### config.mk
export PLATFORM = sky130hd
export DESIGN_NAME = multiplicador_seq_param
export DESIGN_NICKNAME = d
export VERILOG_FILES = /design/src/rtl/multiplicador_seq_param.sv
export SDC_FILE = /design/constraint.sdc
export NUM_CORES = 1
export LEC_CHECK = 0
export BUFFER_PORTS_ARGS = -buffer_cell sky130_fd_sc_hd__buf_2
export CAP_MARGIN = 20
export CORE_MARGIN = 4
export CORE_UTILIZATION = 38
export DETAILED_ROUTE_END_ITERATION = 8
export PLACE_DENSITY_LB_ADDON = 0.25
export SLEW_MARGIN = 0
export SYNTH_ARGS = -nofsm -noshare
export SYNTH_HDL_FRONTEND = slang
export SYNTH_SLANG_ARGS = --single-unit
### constraint.sdc
create_clock -name clk -period 7.1 [get_ports clk]
set_input_delay 1.065 -clock clk [delete_from_list [all_inputs] [get_ports clk]]
set_output_delay 1.065 -clock clk [all_outputs]
set_load 0.05 [all_outputs]
### src/rtl/multiplicador_seq_param.sv
// Sequential shift-and-add multiplier, WIDTH-bit operands, unsigned/signed mode, 2*WIDTH-bit product.
// Build option MULT_SAT_EN: reduced result saturates on overflow instead of wrapping.
module multiplicador_seq_param #(
    parameter int WIDTH = 8
) (
    input  logic               clk,
    input  logic               rst,
    input  logic               start,
    input  logic               sinal,
    input  logic [WIDTH-1:0]   multiplicando,
    input  logic [WIDTH-1:0]   multiplicador,
    output logic [2*WIDTH-1:0] produto_full,
    output logic [WIDTH-1:0]   produto,
    output logic               overflow,
    output logic               busy,
    output logic               done
);
    localparam int CW = $clog2(WIDTH + 1);

    // Handshake: start is sampled only while busy=0 (IDLE); once accepted, busy
    // stays high through CALC and FIX, and done pulses for one cycle as the
    // registered results appear. A start seen while busy=1 is dropped, never queued.
    typedef enum logic [1:0] {IDLE, CALC, FIX} state_t;

    state_t               state;
    state_t               state_next;
    logic                 sign_res;
    logic                 mode_signed;
    logic [WIDTH-1:0]     mcand_reg;
    logic [WIDTH-1:0]     mult_reg;
    logic [2*WIDTH-1:0]   acc;
    logic [CW-1:0]        count;

    logic                 a_neg;
    logic                 b_neg;
    logic [WIDTH-1:0]     mag_a;
    logic [WIDTH-1:0]     mag_b;
    logic [2*WIDTH-1:0]   full_next;
    logic                 ovf_next;
    logic [WIDTH-1:0]     prod_next;
    logic                 upper_ones;
    logic                 upper_zeros;

    assign busy = (state != IDLE);

    always_ff @(posedge clk or posedge rst) begin
        if (rst) begin
            state <= IDLE;
        end else begin
            state <= state_next;
        end
    end

    always_comb begin
        state_next = state;
        case (state)
            IDLE: if (start) state_next = CALC;
            CALC: if (count == CW'(WIDTH - 1)) state_next = FIX;
            FIX:  state_next = IDLE;
            default: state_next = IDLE;
        endcase
    end

    // Signed operands are reduced to magnitudes; the most negative value maps to 2^(W-1).
    always_comb begin
        a_neg = sinal & multiplicando[WIDTH-1];
        b_neg = sinal & multiplicador[WIDTH-1];
        mag_a = a_neg ? -multiplicando : multiplicando;
        mag_b = b_neg ? -multiplicador : multiplicador;
    end

    always_comb begin
        full_next   = sign_res ? -acc : acc;
        upper_ones  = &full_next[2*WIDTH-1:WIDTH-1];
        upper_zeros = ~|full_next[2*WIDTH-1:WIDTH-1];
        if (mode_signed) begin
            ovf_next = ~(upper_ones | upper_zeros);
        end else begin
            ovf_next = |full_next[2*WIDTH-1:WIDTH];
        end
        prod_next = full_next[WIDTH-1:0];
`ifdef MULT_SAT_EN
        if (ovf_next) begin
            if (!mode_signed) begin
                prod_next = {WIDTH{1'b1}};
            end else if (sign_res) begin
                prod_next = {1'b1, {(WIDTH-1){1'b0}}};
            end else begin
                prod_next = {1'b0, {(WIDTH-1){1'b1}}};
            end
        end
`endif
    end

    always_ff @(posedge clk or posedge rst) begin
        if (rst) begin
            sign_res     <= 1'b0;
            mode_signed  <= 1'b0;
            mcand_reg    <= '0;
            mult_reg     <= '0;
            acc          <= '0;
            count        <= '0;
            produto_full <= '0;
            produto      <= '0;
            overflow     <= 1'b0;
            done         <= 1'b0;
        end else begin
            done <= 1'b0;
            case (state)
                IDLE: begin
                    if (start) begin
                        sign_res    <= sinal & (multiplicando[WIDTH-1] ^ multiplicador[WIDTH-1]);
                        mode_signed <= sinal;
                        mcand_reg   <= mag_a;
                        mult_reg    <= mag_b;
                        acc         <= '0;
                        count       <= '0;
                    end
                end
                CALC: begin
                    if (mult_reg[0]) begin
                        acc <= acc + ({{WIDTH{1'b0}}, mcand_reg} << count);
                    end
                    mult_reg <= mult_reg >> 1;
                    count    <= count + 1'b1;
                end
                FIX: begin
                    produto_full <= full_next;
                    produto      <= prod_next;
                    overflow     <= ovf_next;
                    done         <= 1'b1;
                end
                default: ;
            endcase
        end
    end
endmodule

# ---- Yosys cells after proc, flatten, opt, wreduce, memory -nomap -nowiden
# Index checks and enable logic that the tools add are counted.
dict set report op_classes {
  n_addsub 5
  n_eq_ne 6
  shift 1
  muxes 15
  n_bitwise 6
  n_reduce_logical 11
}
# cell count
set ops {}
lappend ops {{2-to-1 mux 16 bit} 3}
lappend ops {{case mux 16 bit (2 select lines)} 1}
lappend ops {{2-to-1 mux 8 bit} 3}
lappend ops {{adder 16 bit} 1}
lappend ops {{negator 16 bit} 1}
lappend ops {{negator 8 bit} 2}
lappend ops {{case mux 8 bit (2 select lines)} 1}
lappend ops {{<< shifter 8 x 4 -> 16 bit} 1}
lappend ops {{AND reduction 9 bit} 1}
lappend ops {{OR reduction 9 bit} 1}
lappend ops {{case mux 4 bit (2 select lines)} 1}
lappend ops {{OR reduction 8 bit} 1}
lappend ops {{inequality test 2 bit, second input constant} 3}
lappend ops {{AND reduction 2 bit} 3}
lappend ops {{adder 4 x 1 -> 4 bit, second input constant} 1}
lappend ops {{equality test 4 x 3 -> 1 bit, second input constant} 1}
lappend ops {{2-to-1 mux 2 bit} 2}
lappend ops {{2-to-1 mux 4 bit} 1}
lappend ops {{case mux 2 bit (2 select lines)} 1}
lappend ops {{nonzero test 2 bit} 2}
lappend ops {{AND 1 bit} 3}
lappend ops {{AND reduction 3 bit} 1}
lappend ops {{equality test 2 x 1 -> 1 bit, second input constant} 1}
lappend ops {{equality test 2 bit, second input constant} 1}
lappend ops {{other kinds (6)} 7}
dict set report totals {
  ff_bits 66
  output_inout_bits 27
  elab_cells 55
}

# ---- Depth between registers and ports, before layout
dict set report logic_depth {
  word_depth 7
  depth_mapped 15
  depth_no_buf 13
}

# ---- Least setup slack after synthesis
# OpenSTA, ideal clock, no wires.
dict set report synth_path {
  path_type {reg-to-reg}
  startpoint {register count[0]}
  endpoint {register acc[13]}
  setup_time_ps 133
  arrival_time_ps 3133
  required_ps 6967
  path_slack_ps 3833
  path_stages_with_launch 14
  period_less_slack_ps 3267
  cell_sequence {dfrtp_1 > clkbuf_1 > clkbuf_1 > mux2i_1 > mux2_2 > mux2i_1 > nor2b_1 > ha_1 > a21oi_1 > a21oi_1 > o41ai_1 > o21ai_0 > xnor2_1 > o21ai_0}
}
dict set report synth_between {
  elab_chain_cells 4
}
# item line_no
set synth_lines {}
lappend synth_lines {{start: declaration} 32} ;# logic [CW-1:0] count;
lappend synth_lines {{start signal: assignment} 125} ;# count <= count + 1'b1;
lappend synth_lines {{<< shifter 8 x 4 -> 16 bit} 122} ;# acc <= acc + ({{WIDTH{1'b0}}, mcand_reg} << count);
lappend synth_lines {{adder 16 bit} 122}
lappend synth_lines {{2-to-1 mux 16 bit} 121} ;# if (mult_reg[0]) begin
lappend synth_lines {{case mux 16 bit (2 select lines)} 109} ;# case (state)
lappend synth_lines {{end signal: assignment} 122}
lappend synth_lines {{end: declaration} 31} ;# logic [2*WIDTH-1:0] acc;
# Every way passes these cells. The select of a mux whose other input is x is not followed.
# A chain may end at the register's enable or synchronous reset.

# ---- Final worst setup path
# Same ends and word-level chain as after synthesis.

==> flow_metrics.env <==
export IMPL_status="finished, final reports clean"
export IMPL_rrSetupSlack_ps=3490
export IMPL_layout_area_overhead_vs_synth_pct=11.22
export IMPL_port_buffer_count=46
export IMPL_num_rows=37
export IMPL_clock_fmax_mhz=277.1
export IMPL_gp_congestion=0.9210
export IMPL_cts_resized=0
export IMPL_numCtsBuffers=9
export IMPL_required_ps=7360
export IMPL_slew_headroom_pct=49.53
export IMPL_grt_max_degree=59
export IMPL_critical_path_class="reg -> reg"
export IMPL_synth_ff_type="dfrtp_1"
export IMPL_cts_root_buffer="clkbuf_8"
export IMPL_synthesis_nets=534
export IMPL_power_density_mw_per_mm2=520.7
export IMPL_vias_per_cell=5.313
export IMPL_cts_clk_slew_worst_paths_ps=70
export IMPL_setup_viol=0
export IMPL_hpwlAfterDp_um=6987
export IMPL_fin_tns_setup_ps=0
export IMPL_yosysUniqueCellTypes=53
export IMPL_drive_above_1_share_pct=14.72
export IMPL_drv_cap=0
export IMPL_syn_inst=494
export IMPL_layout_nets=560
export IMPL_hold_start="produto_full[10]"
export IMPL_reg_largest_list="acc (16), produto_full (16)"
export IMPL_worstRegToRegCells=11
export IMPL_avgSynthCellArea_sq_um=8.285
export IMPL_drt_iter0_drc=131
export IMPL_ant_nets=0
export IMPL_synth_edf_count=0
export IMPL_rsz0062_at_grt="false"
export IMPL_die_w_um=111.8
export IMPL_wl_um=9331
export IMPL_whs_path_depth=2
export IMPL_vias=3501
export IMPL_min_period_ps=3608
export IMPL_drv_slew=0
export IMPL_cp_max_fo=17
export IMPL_drc=0
export IMPL_die_area_sq_mm=0.01249
export IMPL_startpoint_type="flop"
export IMPL_r2r_end="acc[13]"
export IMPL_hold_slack_ps=473.6
export IMPL_finClkSkew_ps=7.392
export IMPL_synthArstFlopShare_pct=100.0
export IMPL_cts_sinks=58
export IMPL_grt_use_total_pct=15.24
export IMPL_r2r_start="count[0]"
export IMPL_clk_latency_ps=340
export IMPL_irDropWorstVdd_uv=222.3
export IMPL_grt_pass1_vias=3275
export IMPL_seq_area_frac_synth_pct=35.46
export IMPL_ctsLongestPathBuffers=2
export IMPL_n_antenna_cell=0
export IMPL_start_util_pct=39.29
export IMPL_finish_utilization_pct=43.70
export IMPL_cts_max_level=3
export IMPL_ctsHoldBuffers=0
export IMPL_fp_dieH_um=111.8
export IMPL_cp_arrival_ps=3870
export IMPL_ys_ff_latch=58
export IMPL_hold_violations=0
export IMPL_period_share_pct=50.82
export IMPL_min_to="produto_full[10]"
export IMPL_routedWlPerCell_um=14.16
export IMPL_ios=47
export IMPL_core_area_sq_mm=0.01042
export IMPL_gr_total_overflow=0
export IMPL_hold_path_class="reg -> reg"
export IMPL_syn_area_sq_mm=0.004093
export IMPL_post_cts_setup_buffers=0
export IMPL_p_leak_uw=0.002058
export IMPL_dr_pass1_iters=5
export IMPL_worst_slew_pin_slew_ps=747.3
export IMPL_grt_first_pass_wirelength_um=15640
export IMPL_antenna_found_initial=0
export IMPL_cts_tree="done"
export IMPL_cp_end_kind="flop"
export IMPL_ys_warn_count=0
per-stage QoR:
| step | power, uW | instance area (sq um) | std cells | setup WS (ps) |
|---|---|---|---|---|
| after floorplan | 1785 | 4093 | 494 | 3833 |
| after global placement | 2043 | 4353 | 644 | 3630 |
| after detailed placement | 2066 | 4353 | 644 | 3504 |
| after CTS | 2379 | 4544 | 658 | 3479 |
| after global routing | 2581 | 4552 | 659 | 3018 |
| final | 2370 | 4552 | 659 | 3492 |
kinds of logic (layout without fill, tap and decap cells):
family / Yosys count / count (layout) / share of synthesized area [%]
compound gates: 135 / 135 / 20.57
flops: 58 / 58 / 35.46
mux: 18 / 18 / 4.861
fa+ha+maj: 20 / 20 / 6.298
xor+xnor: 35 / 35 / 7.490
buf+inv: 48 / 77 / 5.167
simple gates: 180 / 180 / 20.15
worst max-delay path by stage:
| stage | startpoint | end | slack, ps | depth (start not counted) |
|---|---|---|---|---|
| 6_report | count[0] | acc[13] | 3490 | 11 |
| 3_3_place_gp | count[0] | acc[13] | 3630 | 11 |
| 4_1_cts | count[0] | acc[13] | 3480 | 11 |
| 3_5_place_dp | count[0] | acc[13] | 3500 | 11 |
| 2_1_floorplan | count[0] | acc[13] | 3830 | 13 |
| 5_1_grt | count[0] | acc[13] | 3020 | 11 |
worst max-delay path, cell delays in order (launching register included):
cell and delay [ps]:
dfrtp_1 710, mux2i_1 220, mux2_2 340, nor3_1 160
ha_1 310, a21o_1 200, a21oi_1 220, a21oi_1 130
o41ai_1 690, o21ai_0 240, xnor2_1 160, o21ai_0 140
power by group:
part,internal [uW],switching (uW)
Sequential,466,200
Combinational,520,877
Clock,176,131
Total,1160,1210
synth_stat cells (4+ instances only):
cell type | count | area, sq um
a21oi_1 | 21 | 105.1
a22oi_1 | 7 | 52.55
a31oi_1 | 4 | 25.02
buf_4 | 8 | 60.06
clkbuf_1 | 24 | 90.09
dfrtp_1 | 58 | 1451
ha_1 | 19 | 237.7
inv_1 | 13 | 48.80
mux2_2 | 5 | 56.30
mux2i_1 | 12 | 120.1
nand2_1 | 80 | 300.3
nand2b_1 | 9 | 56.30
nand3_1 | 11 | 55.05
nand4_1 | 5 | 31.28
nor2_1 | 34 | 127.6
nor2b_1 | 9 | 56.30
nor3_1 | 17 | 85.08
o21a_1 | 5 | 37.54
o21ai_0 | 57 | 285.3
o22ai_1 | 4 | 25.02
o31ai_1 | 10 | 75.07
xnor2_1 | 16 | 140.1
xor2_1 | 19 | 166.4
final cells by class:
class                   count  area [sq um]
clock buffers              11         151.4
repair buffers             50         260.3
well taps                 136         170.2
multi-input cells         388          2430
fillers                  1037          5864
clock inverters             3         40.04
inverters                  13         48.80
flip-flops and latches     58          1451
per-layer routing:
metal  part of all wire, %  track usage [%]  wire length (um)
met5                     0                0                 0
met4                   1.6            6.002               149
met3                   5.2            3.478               482
met1                    48            20.28              4442
met2                    46            24.06              4257
cell usage in the layout (no fill, tap or decap), types with 10 or more instances in the layout:
master     n
nand2_1   80
xnor2_1   16
dfrtp_1   58
o21ai_0   57
nand3_1   11
clkbuf_8  11
buf_2     46
nor3_1    17
xor2_1    19
mux2i_1   12
ha_1      19
nor2_1    34
o31ai_1   10
inv_1     12
a21oi_1   21
Power figures use the tool's default switching activity.
